<file path="src/rtl/multiplier_datapath_taint1bit_pkg.sv">
// Shared definitions for the shift-add multiplier datapath and its control FSM:
// result-register operation encoding and the 1-bit taint combine rule.
package multiplier_datapath_taint1bit_pkg;

  typedef enum logic [1:0] {
    RS_CLEAR = 2'd0,
    RS_LOAD  = 2'd1,
    RS_SHR   = 2'd2,
    RS_HOLD  = 2'd3
  } rs_op_e;

  // Sticky taint: take the new taint when written, keep the old one otherwise,
  // and always fold in the taint of the strobe that decided the write.
  function automatic logic taint_combine(input logic sel, input logic new_t,
                                         input logic old_t, input logic strobe_t);
    return (sel ? new_t : old_t) | strobe_t;
  endfunction

  function automatic rs_op_e rs_op_decode(input logic clr, input logic ld, input logic shr);
    rs_op_e op;
    op = RS_HOLD;
    if (clr)
      op = RS_CLEAR;
    else if (ld)
      op = RS_LOAD;
    else if (shr)
      op = RS_SHR;
    return op;
  endfunction

endpackage

</file>
<file path="src/rtl/multiplier_datapath_taint1bit_taint_reg1.sv">
// Loadable data register carrying one sticky taint bit; used for the
// multiplicand and multiplier operand registers.
module taint_reg1
  import multiplier_datapath_taint1bit_pkg::*;
#(
  parameter int WIDTH = 32
) (
  input  logic             clk,
  input  logic             rst,
  input  logic             load,
  input  logic             load_t,
  input  logic [WIDTH-1:0] d,
  input  logic             d_t,
  output logic [WIDTH-1:0] q,
  output logic             q_t
);

  always_ff @(posedge clk or negedge rst) begin
    if (!rst) begin
      q   <= '0;
      q_t <= 1'b0;
    end else begin
      if (load)
        q <= d;
      q_t <= taint_combine(load, d_t, q_t, load_t);
    end
  end

endmodule

</file>
<file path="src/rtl/multiplier_datapath_taint1bit.sv">
// Shift-add multiplier datapath with per-register taint tracking: operand
// registers, a 2*WIDTH+1 bit result/shift register and a completion flag.
module multiplier_datapath_taint1bit
  import multiplier_datapath_taint1bit_pkg::*;
#(
  parameter int WIDTH = 32
) (
  input  logic               clk,
  input  logic               rst,
  input  logic [WIDTH-1:0]   multiplicand_in,
  input  logic               multiplicand_in_t,
  input  logic [WIDTH-1:0]   multiplier_in,
  input  logic               multiplier_in_t,
  input  logic               mdld,
  input  logic               mdld_t,
  input  logic               mrld,
  input  logic               mrld_t,
  input  logic               rsclear,
  input  logic               rsclear_t,
  input  logic               rsload,
  input  logic               rsload_t,
  input  logic               rsshr,
  input  logic               rsshr_t,
  input  logic               productDone,
  input  logic               productDone_t,
  output logic [WIDTH-1:0]   multiplierReg,
  output logic               multiplierReg_t,
  output logic [2*WIDTH-1:0] product,
  output logic               product_t,
  output logic               product_valid,
  output logic               product_valid_t
);

  logic [WIDTH-1:0] md;
  logic             md_t;
  logic [2*WIDTH:0] rs;
  logic [2*WIDTH:0] rs_next;
  logic             rs_t;
  logic             rs_t_next;
  rs_op_e           rs_op;

  taint_reg1 #(.WIDTH(WIDTH)) u_md (
    .clk    (clk),
    .rst    (rst),
    .load   (mdld),
    .load_t (mdld_t),
    .d      (multiplicand_in),
    .d_t    (multiplicand_in_t),
    .q      (md),
    .q_t    (md_t)
  );

  taint_reg1 #(.WIDTH(WIDTH)) u_mr (
    .clk    (clk),
    .rst    (rst),
    .load   (mrld),
    .load_t (mrld_t),
    .d      (multiplier_in),
    .d_t    (multiplier_in_t),
    .q      (multiplierReg),
    .q_t    (multiplierReg_t)
  );

  // The add lands in the upper half plus the carry bit, so an overflowing
  // partial sum survives until the following shift brings it back down.
  always_comb begin
    rs_op   = rs_op_decode(rsclear, rsload, rsshr);
    rs_next = rs;
    case (rs_op)
      RS_CLEAR: rs_next = '0;
      RS_LOAD:  rs_next[2*WIDTH:WIDTH] = rs[2*WIDTH:WIDTH] + {1'b0, md};
      RS_SHR:   rs_next = rs >> 1;
      default:  rs_next = rs;
    endcase
    rs_t_next = taint_combine(rs_op == RS_CLEAR, 1'b0, rs_t, rsclear_t | rsload_t | rsshr_t)
              | ((rs_op == RS_LOAD) & md_t);
  end

  always_ff @(posedge clk or negedge rst) begin
    if (!rst) begin
      rs              <= '0;
      rs_t            <= 1'b0;
      product_valid   <= 1'b0;
      product_valid_t <= 1'b0;
    end else begin
      rs   <= rs_next;
      rs_t <= rs_t_next;
      if (rsclear)
        product_valid <= 1'b0;
      else if (productDone)
        product_valid <= 1'b1;
      product_valid_t <= taint_combine(productDone | rsclear, productDone_t,
                                       product_valid_t, productDone_t | rsclear_t);
    end
  end

  assign product   = rs[2*WIDTH-1:0];
  assign product_t = rs_t;

endmodule

</file>
<file path="config.mk">
export PLATFORM = sky130hd
export DESIGN_NAME = multiplier_datapath_taint1bit
export DESIGN_NICKNAME = d
export VERILOG_FILES = /design/src/rtl/multiplier_datapath_taint1bit_pkg.sv /design/src/rtl/multiplier_datapath_taint1bit_taint_reg1.sv /design/src/rtl/multiplier_datapath_taint1bit.sv
export SDC_FILE = /design/constraint.sdc
export NUM_CORES = 1
export LEC_CHECK = 0
export ABC_AREA = 1
export BUFFER_PORTS_ARGS = -buffer_cell sky130_fd_sc_hd__buf_2
export CORE_MARGIN = 4
export CORE_UTILIZATION = 50
export CTS_CLUSTER_DIAMETER = 80
export DETAILED_ROUTE_END_ITERATION = 7
export PLACE_DENSITY = 0.75
export SLEW_MARGIN = 20
export SYNTH_ARGS = -nofsm -noshare
export SYNTH_HDL_FRONTEND = slang
export SYNTH_HIERARCHICAL = 1
export SYNTH_SLANG_ARGS = --single-unit
</file>
<file path="constraint.sdc">
create_clock -name clk -period 1.8 [get_ports clk]
set_input_delay 0.09 -clock clk [delete_from_list [all_inputs] [get_ports clk]]
set_output_delay 0.09 -clock clk [all_outputs]
set_load 0.02 [all_outputs]
</file>
# [Word level (Yosys, flattened, before mapping)]
# Cells that the tools add are included.
[totals] mem_bits_ro=0 mem_count=0 mem_bits_rw=0 register_bits=134 in_bits=80 latch_bits=0
[op_classes] muxes=11 bitwise=10 eq_ne=2 add_sub_neg=1 n_mul=0 order_cmp=0 div_mod_pow=0 shifts=0 n_reduce_logical=4
[op_table] cell="$pmux W33 S3" count=1
[op_table] cell="$pmux W32 S2" count=1
[op_table] cell="$add A33 B32 Y33" count=1
[op_table] cell="$or A1 B1 Y1" count=9
[op_table] cell="$mux W1" count=7
[op_table] cell="$mux W2" count=2
[op_table] cell="$reduce_bool A2 Y1" count=2
[op_table] cell="$reduce_bool A3 Y1" count=1
[op_table] cell="$eq A2 B1 Y1 const B" count=1
[op_table] cell="$eq A2 B2 Y1 const B" count=1
[op_table] cell="$logic_not A2 Y1" count=1
[op_table] cell="$and A1 B1 Y1" count=1

# [Longest topological paths before layout]
# Gate-level depths: netlist of the first run.
[depth] depth_word=7 mapped_depth=15

# [By module]
# Netlist of the first run, hierarchy kept.
[by_module_without_submodules] module="multiplier_datapath_taint1bit" area_per_inst_um2=5676.7 cells_each=872 seq_area_each_um2=1701.6 instances=1
[by_module_without_submodules] module="taint_reg1" area_per_inst_um2=1310.0 cells_each=141 seq_area_each_um2=825.8 instances=2

# [Worst setup path before layout of the first run]
# OpenSTA, ideal clock, no wires.
[synth_timing] path_type="reg2reg" start="register rs[32]" end="register rs[64]" arrival_time_ns=1.718 required_ns=1.683 setup_ns=0.117 synth_period_minus_slack_ns=1.835 setup_slack_ns=-0.035 path_stages_with_launch=16 path_cell_list="dfrtp_1 ha_1 inv_1 fa_1 inv_1 nand3_1 nand3_1 nand2_1 nand2_2 nand2_1 nand2_2 nand2_1 nand2_1 nand2_1 nand3_1 nand2_1"
[synth_via] elab_chain_cells=2
[synth_lines] element="start: declaration" line_no="multiplier_datapath_taint1bit.sv:36" rtl="logic [2*WIDTH:0] rs;"
[synth_lines] element="start signal: assignment" line_no="multiplier_datapath_taint1bit.sv:86" rtl="rs <= rs_next;"
[synth_lines] element="$add A33 B32 Y33" line_no="multiplier_datapath_taint1bit.sv:71" rtl="RS_LOAD: rs_next[2*WIDTH:WIDTH] = rs[2*WIDTH:WIDTH] + {1'b0, md};"
[synth_lines] element="$pmux W33 S3" line_no="multiplier_datapath_taint1bit.sv:69" rtl="case (rs_op)"
# No other way between the ends.
# A chain may end at the register's enable or synchronous reset.

# [Worst setup path after layout of the first run]
[layout_timing] start="register u_md.q[0]" end="register rs[36]"
[layout_via] elab_chain_cells=2
[layout_lines] element="start: declaration" line_no="multiplier_datapath_taint1bit_taint_reg1.sv:14" rtl="output logic [WIDTH-1:0] q,"
[layout_lines] element="start signal: assignment" line_no="multiplier_datapath_taint1bit_taint_reg1.sv:20" rtl="q <= '0;"
[layout_lines] element="start signal: assignment" line_no="multiplier_datapath_taint1bit_taint_reg1.sv:24" rtl="q <= d;"
[layout_lines] element="$add A33 B32 Y33" line_no="multiplier_datapath_taint1bit.sv:71"
[layout_lines] element="$pmux W33 S3" line_no="multiplier_datapath_taint1bit.sv:69"
# No other way between the ends.

==> results of run 1 <==
==> cell usage after synthesis <==
| cell | count |
|---|---|
| nand2_1 | 452 |
| inv_1 | 175 |
| dfrtp_1 | 134 |
| buf_4 | 71 |
| nand3_1 | 65 |
| nor2_1 | 52 |
| nand2_2 | 33 |
| ha_1 | 32 |
| o22ai_1 | 32 |
| a21oi_1 | 28 |
| o221ai_1 | 11 |
| clkbuf_1 | 8 |
| o21ai_0 | 7 |
| buf_6 | 6 |
| buf_2 | 5 |
| nor2_2 | 4 |
| o211ai_1 | 4 |
| o21bai_1 | 4 |
| nand4_1 | 3 |
| nor3_1 | 3 |
| or2_2 | 3 |
| buf_8 | 2 |
| inv_2 | 2 |
| inv_8 | 2 |
| nand3_2 | 2 |
| nand3b_1 | 2 |
| or2_0 | 2 |
| xnor2_1 | 2 |
| a2111oi_0 | 1 |
| a21o_1 | 1 |
| a21oi_2 | 1 |
| a221oi_1 | 1 |
| clkinv_1 | 1 |
| fa_1 | 1 |
| nor3_2 | 1 |
| o21ai_1 | 1 |
==> power groups by stage <==
stage / Sequential, mW / Combinational (mW) / Clock (mW)
global placement: 3.44 / 2.41 / 0
detailed placement: 3.45 / 2.45 / 0
floorplan: 3.54 / 1.56 / 0
finish: 3.47 / 3.31 / 3.54
CTS: 3.44 / 2.76 / 3.59
global route: 3.49 / 3.60 / 3.72
==> through the flow <==
stage,std cells,util (%)
3_3_place_gp,1519,57.81
4_1_cts,1633,68.29
6_report,1650,72.99
3_5_place_dp,1519,57.81
5_1_grt,1650,72.99
2_1_floorplan,1154,-
==> metal layers <==
metal	global-route usage (%)	vias up	part of all wire (%)
li1	-	4051	-
met1	32.40	3847	42
met2	42.74	243	50
met3	5.478	41	6.0
met4	6.763	0	1.8
met5	0	-	0
==> flip-flops by register name (all words and copies together) (netlist names) <==
| register | count |
|---|---|
| u_mr/q | 32 |
| rs | 65 |
| u_mr/q_t | 1 |
| u_md/q_t | 1 |
| u_md/q | 32 |
| product_valid | 1 |
| product_valid_t | 1 |
| product_t | 1 |
==> worst register-to-register path, delay by kind of cell (launching register included) <==
family | cells | cell delay [ps]
xor gates and xnor gates | 1 | 110
AOI/OAI and AO/OA | 1 | 130
adders and majority gates | 2 | 520
and+or+nand+nor | 2 | 160
buffers and inverters | 6 | 530
DFF | 1 | 350
==> timing repair <==
action | CTS | global route
endpoints found under the setup margin | 26 | 28
pin swaps | 7 | 37
setup buffers | 6 | 17
gates resized for setup | 46 | 157
hold endpoints to repair | 203 | 0
hold buffers | 76 | 0
==> how the worst max path moves through the flow <==
stage,from,end,slack [ps]
final,u_md/q[0],rs[36],-140
after floorplan,rs[32],rs[64],8
after CTS,u_md/q[0],rs[56],-50
after global placement,rs[32],rs[56],-70
after global routing,rs[32],rs[36],-230
after detailed placement,u_md/q[0],rs[56],-140
==> kinds of logic after synthesis <==
| group | Yosys count | share of synthesized area, % |
|---|---|---|
| AOI/OAI and AO/OA | 91 | 6.877 |
| xor gates and xnor gates | 2 | 0.2112 |
| adders and majority gates | 33 | 5.067 |
| buffers and inverters | 272 | 16.59 |
| DFF | 134 | 40.42 |
| and+or+nand+nor | 622 | 30.84 |
==> area by class of cell <==
| type | count | area [um^2] | share of cell area (%) |
|---|---|---|---|
| well taps | 216 | 270.3 | 2.306 |
| multi-input cells | 748 | 4481 | 38.23 |
| flip-flops and latches | 134 | 3353 | 28.61 |
| repair buffers | 340 | 2326 | 19.85 |
| clock inverters | 14 | 162.7 | 1.388 |
| clock buffers | 18 | 429.2 | 3.662 |
| inverters | 180 | 698.2 | 5.957 |
==> impl_metrics.env, run 1 <==
export IMPL_cp_end_kind="flop"
export IMPL_cts_tree="yes"
export IMPL_core_area_um2=16060
export IMPL_grt_pass1_vias=7878
export IMPL_powerDensity_nw_per_um2=880.5
export IMPL_synth_area_leaders="dfrtp_1, nand2_1, inv_1"
export IMPL_internal_power_mw=6.750
export IMPL_p_leak_nw=6.424
export IMPL_fin_tns_setup_ps=-167.4
export IMPL_yosysTopAreaCell="dfrtp_1"
export IMPL_place_ws_ps=-143.2
export IMPL_final_cell_mix="nand2_1, buf_2, inv_1"
export IMPL_place_congestion=0.9412
export IMPL_rsz0062_at_grt="yes"
export IMPL_finalHoldViolCount=0
export IMPL_rows=46
export IMPL_status="finished, violations left"
export IMPL_whs_ps=38.14
export IMPL_grt_pass1_wl_um=37400
export IMPL_fill_cells=1169
export IMPL_cts_buffers=17
export IMPL_fp_dieW_um=136.8
export IMPL_port_buffers=179
export IMPL_syn_area_per_cell_um2=7.190
export IMPL_finalCriticalPeriod_ps=1936
export IMPL_crit_arrival_ps=2210
export IMPL_hp_class="input port to flop"
export IMPL_numClockSinks=134
export IMPL_crit_type="flop to flop"
export IMPL_die_h_um=136.8
export IMPL_layout_setup_ws_ps=-136.0
export IMPL_diodes=0
export IMPL_cts_root_buffer="clkbuf_16"
export IMPL_ys_warn_count=6
export IMPL_vdd_drop_max_uv=752.9
export IMPL_ys_seq_elements=134
export IMPL_grt_overflow=0
export IMPL_p_comb_share_pct=32.1
export IMPL_switching_power_mw=3.570
export IMPL_finalMaxSlewViolations=0
export IMPL_worstMarginPinSlew_ps=773.1
export IMPL_initial_core_util_pct=51.67
export IMPL_clkPwrFrac_pct=34.3
export IMPL_path_cells="ha_2, inv_2, fa_2, inv_2, nand3_2, nand3_2, buf_4, buf_4, buf_4, buf_4, xnor2_2, o221ai_1"
export IMPL_area_delta_synth_final_pct=41.26
export IMPL_dp_hpwl_um=16140
export IMPL_relSlewSlack_pct=48.27
export IMPL_sequentialPowerShare_pct=33.6
export IMPL_ys_types=36
export IMPL_swShare_pct=34.60
export IMPL_holdPathStages=3
export IMPL_violations="setup timing"
export IMPL_critPathLaunchType="flop"
export IMPL_htreeDepth=4
export IMPL_clockBufferDepth=2
export IMPL_antenna_found_initial=0
export IMPL_drtPass1Iterations=6
export IMPL_critical_path_max_stage_delay_ps=350
export IMPL_reg2reg_slack_ps=-140
export IMPL_drc=0
export IMPL_grt_max_degree=45
export IMPL_final_common_cell="nand2_1"
export IMPL_power_mw=10.32
export IMPL_drive_above_1_share_pct=35.08
export IMPL_drtIter0Drc=510
export IMPL_max_freq_mhz=516.5
export IMPL_synth_top_area_share_pct=40.42
export IMPL_report_final_setup_viol=2
export IMPL_r2r_start="u_md/q[0]"
export IMPL_crit_path_top_delay_cell="dfrtp_1"
export IMPL_grt_total_usage_pct=25.08
export IMPL_critical_path_most_common_cell="buf_4"
export IMPL_syn_nets=1267
export IMPL_placed_cell_area_um2=9283
export IMPL_final_area_um2=11720
export IMPL_seq_area_frac_synth_pct=40.42
export IMPL_drt_total_wl_um=24410
export IMPL_avgRoutedWirePerCell_um=14.80
export IMPL_drtAntennaViolNets=0
export IMPL_io_pins=180
export IMPL_critPathBufInv=6
export IMPL_vias=8182
export IMPL_reg2reg_to="rs[36]"
export IMPL_cp_num_cells=12
export IMPL_crit_fanout=4
export IMPL_syn_area_um2=8297
export IMPL_vias_per_cell=4.959
export IMPL_fin_nets=1534
export IMPL_critPathTopFamily="buffers and inverters"
export IMPL_maxCapViolCount=0
export IMPL_min_from="rsshr"
export IMPL_final_period_utilization_pct=107.6
export IMPL_crit_required_ps=2070
export IMPL_syn_inst=1154
export IMPL_dieArea_um2=18720
export IMPL_clkSlewWorstSetupHoldPaths_ps=60
export IMPL_min_to="rs[32]"
export IMPL_rr_worst_depth=12
export IMPL_skew_ps=10.46
export IMPL_insertion_delay_ps=420
(Power assumes the default switching activity.)
==> inputs of run 2 (changes only) <==
- CORE_ASPECT_RATIO: not set -> 1.4
- PLACE_DENSITY: 0.75 -> 0.78
- SETUP_SLACK_MARGIN: not set -> 0.5
==> run 2 against run 1 <==
Final cell count down 1.4%. Register-to-register slack better by 60 ps. Clock power down 5.6%. Core utilization down 0.59 points. Worst hold slack better by 13 ps. The run still ends with setup timing left. Wire length up 7.3%. Non-clock buffer count down 8. Fmax up 3.0%. Clock skew about the same. Clock-buffer cell count down 1.
==> impl_metrics.env, run 2 (same netlist as run 1, synthesis figures left out) <==
export IMPL_status="finished, violations left"
export IMPL_violations="setup timing"
export IMPL_cts_buffers=17
export IMPL_power_mw=10.22
export IMPL_clockBufferDepth=2
export IMPL_drc=0
export IMPL_skew_ps=10.46
export IMPL_place_inst=1478
export IMPL_cp_startpoint="u_md/q[0]"
export IMPL_cp_end_kind="flop"
export IMPL_post_route_util_pct=72.40
export IMPL_grt_total_usage_pct=27.57
export IMPL_area_delta_synth_final_pct=41.71
export IMPL_core_area_um2=16240
export IMPL_final_period_utilization_pct=104.4
export IMPL_drtPass1Iterations=5
export IMPL_max_freq_mhz=532.1
export IMPL_vdd_drop_max_uv=612.5
export IMPL_place_congestion=1.017
export IMPL_hp_class="input port to flop"
export IMPL_maxCapViolCount=0
export IMPL_cts_tree="yes"
export IMPL_final_common_cell="nand2_1"
export IMPL_relSlewSlack_pct=47.76
export IMPL_avgRoutedWirePerCell_um=16.09
export IMPL_cts_root_buffer="clkbuf_16"
export IMPL_placed_cell_area_um2=9499
export IMPL_drtAntennaViolNets=0
export IMPL_die_h_um=160.4
export IMPL_top_regs="rs: 65 flops, u_md/q: 32 flops, u_mr/q: 32 flops"
export IMPL_grt_overflow=0
export IMPL_powerDensity_nw_per_um2=869.0
export IMPL_r2r_start="u_md/q[0]"
export IMPL_numClockSinks=134
export IMPL_layout_setup_ws_ps=-79.33
export IMPL_final_area_um2=11760
export IMPL_top_register="rs"
export IMPL_critPathLaunchType="flop"
export IMPL_drt_total_wl_um=26180
export IMPL_rows=55
export IMPL_vias=8396
export IMPL_rr_worst_depth=13
export IMPL_antenna_found_initial=1
export IMPL_finalNonFillerCells=1627
export IMPL_port_buffers=179
export IMPL_largest_reg_flops=65
export IMPL_rsz0062_at_grt="yes"
export IMPL_finalMaxSlewViolations=0
export IMPL_htreeDepth=4
export IMPL_vias_per_cell=5.160
export IMPL_whs_ps=51.33
export IMPL_grt_max_degree=45
export IMPL_fin_nets=1526
export IMPL_p_leak_nw=6.328
export IMPL_final_cell_mix="nand2_1, buf_2, inv_1"
export IMPL_drive_above_1_share_pct=36.47
export IMPL_dp_hpwl_um=16830
export IMPL_grt_pass1_vias=8589
export IMPL_min_from="mrld"
export IMPL_crit_fanout=3
export IMPL_finalHoldViolCount=0
export IMPL_holdPathStages=3
export IMPL_dieArea_um2=18750
export IMPL_worstMarginPinSlew_ps=780.7
export IMPL_report_final_setup_viol=18
export IMPL_finalCriticalPeriod_ps=1879
export IMPL_initial_core_util_pct=51.09
export IMPL_insertion_delay_ps=430
export IMPL_clkSlewWorstSetupHoldPaths_ps=60
export IMPL_grt_pass1_wl_um=41100
export IMPL_crit_required_ps=2140
export IMPL_crit_arrival_ps=2220
export IMPL_crit_type="flop to flop"
export IMPL_io_pins=180
export IMPL_drtIter0Drc=500
export IMPL_fp_dieW_um=116.9
## run 2: cell types whose count changed in the layout (fill, tap and decap cells not counted), sizes merged, moves of 2 or more
cell | before | now
clkinv | 1 | 5
clkinvlp | 4 | 1
buf | 264 | 255
bufinv | 2 | 0
diode | 0 | 2
inv | 187 | 189
## run 2: path summary, 6_finish.rpt
kind	end	slack, ps
worst max-delay path	rs[44]	-80
worst min-delay path	u_mr/q[31]	50
worst max register to register	rs[44]	-80
worst min register to register	u_mr/q[20]	490
max in group asynchronous	u_mr/q[27]	1020
min in group asynchronous	u_md/q[9]	150
## run 2: final cells by class
class                   count  area [um^2]
diodes                      2        5.005
clock buffers              17        425.4
clock inverters            15        137.6
fillers                  1165         4483
inverters                 180        690.7
multi-input cells         748         4587
flip-flops and latches    134         3358
well taps                 199        249.0
repair buffers            332         2305
## run 2: worst max-delay path, cell delays in order, from the launching register on
cell and delay, ps:
dfrtp_1 360, ha_2 190, inv_2 40, fa_2 330
inv_2 70, nand3_2 90, nand3_4 90, nand3_2 90
nand3_4 100, buf_4 120, nor2_1 30, nor2_1 70
nand2_1 110, o211ai_1 100
## run 2: stage by stage
stage               TNS [ps]  setup WS, ps
CTS                   -47.86        -15.98
floorplan                  0         62.82
global placement      -286.0        -166.4
finish                -629.9        -79.33
global route           -3010        -171.7
detailed placement    -451.9        -155.0
## run 2: per-layer routing
metal | global-route usage (%) | vias up | share of wire (%)
met4 | 13.41 | 0 | 4.6
met3 | 5.880 | 99 | 5.9
met1 | 30.08 | 3934 | 37
met2 | 49.38 | 337 | 53
met5 | 0 | - | 0
li1 | - | 4026 | -
## run 2: power breakdown
part | switching, mW | internal, mW | leakage (nW)
combinational | 1.94 | 1.45 | 4.34
clock | 1.51 | 1.83 | 0.278
sequential | 0.237 | 3.25 | 1.71
## run 2: timing repair
item	CTS	global route
hold buffers	77	0
setup buffers	24	14
setup endpoints to repair	32	33
gates resized for setup	93	86
pin swaps	18	37
endpoints found under the hold margin	185	0
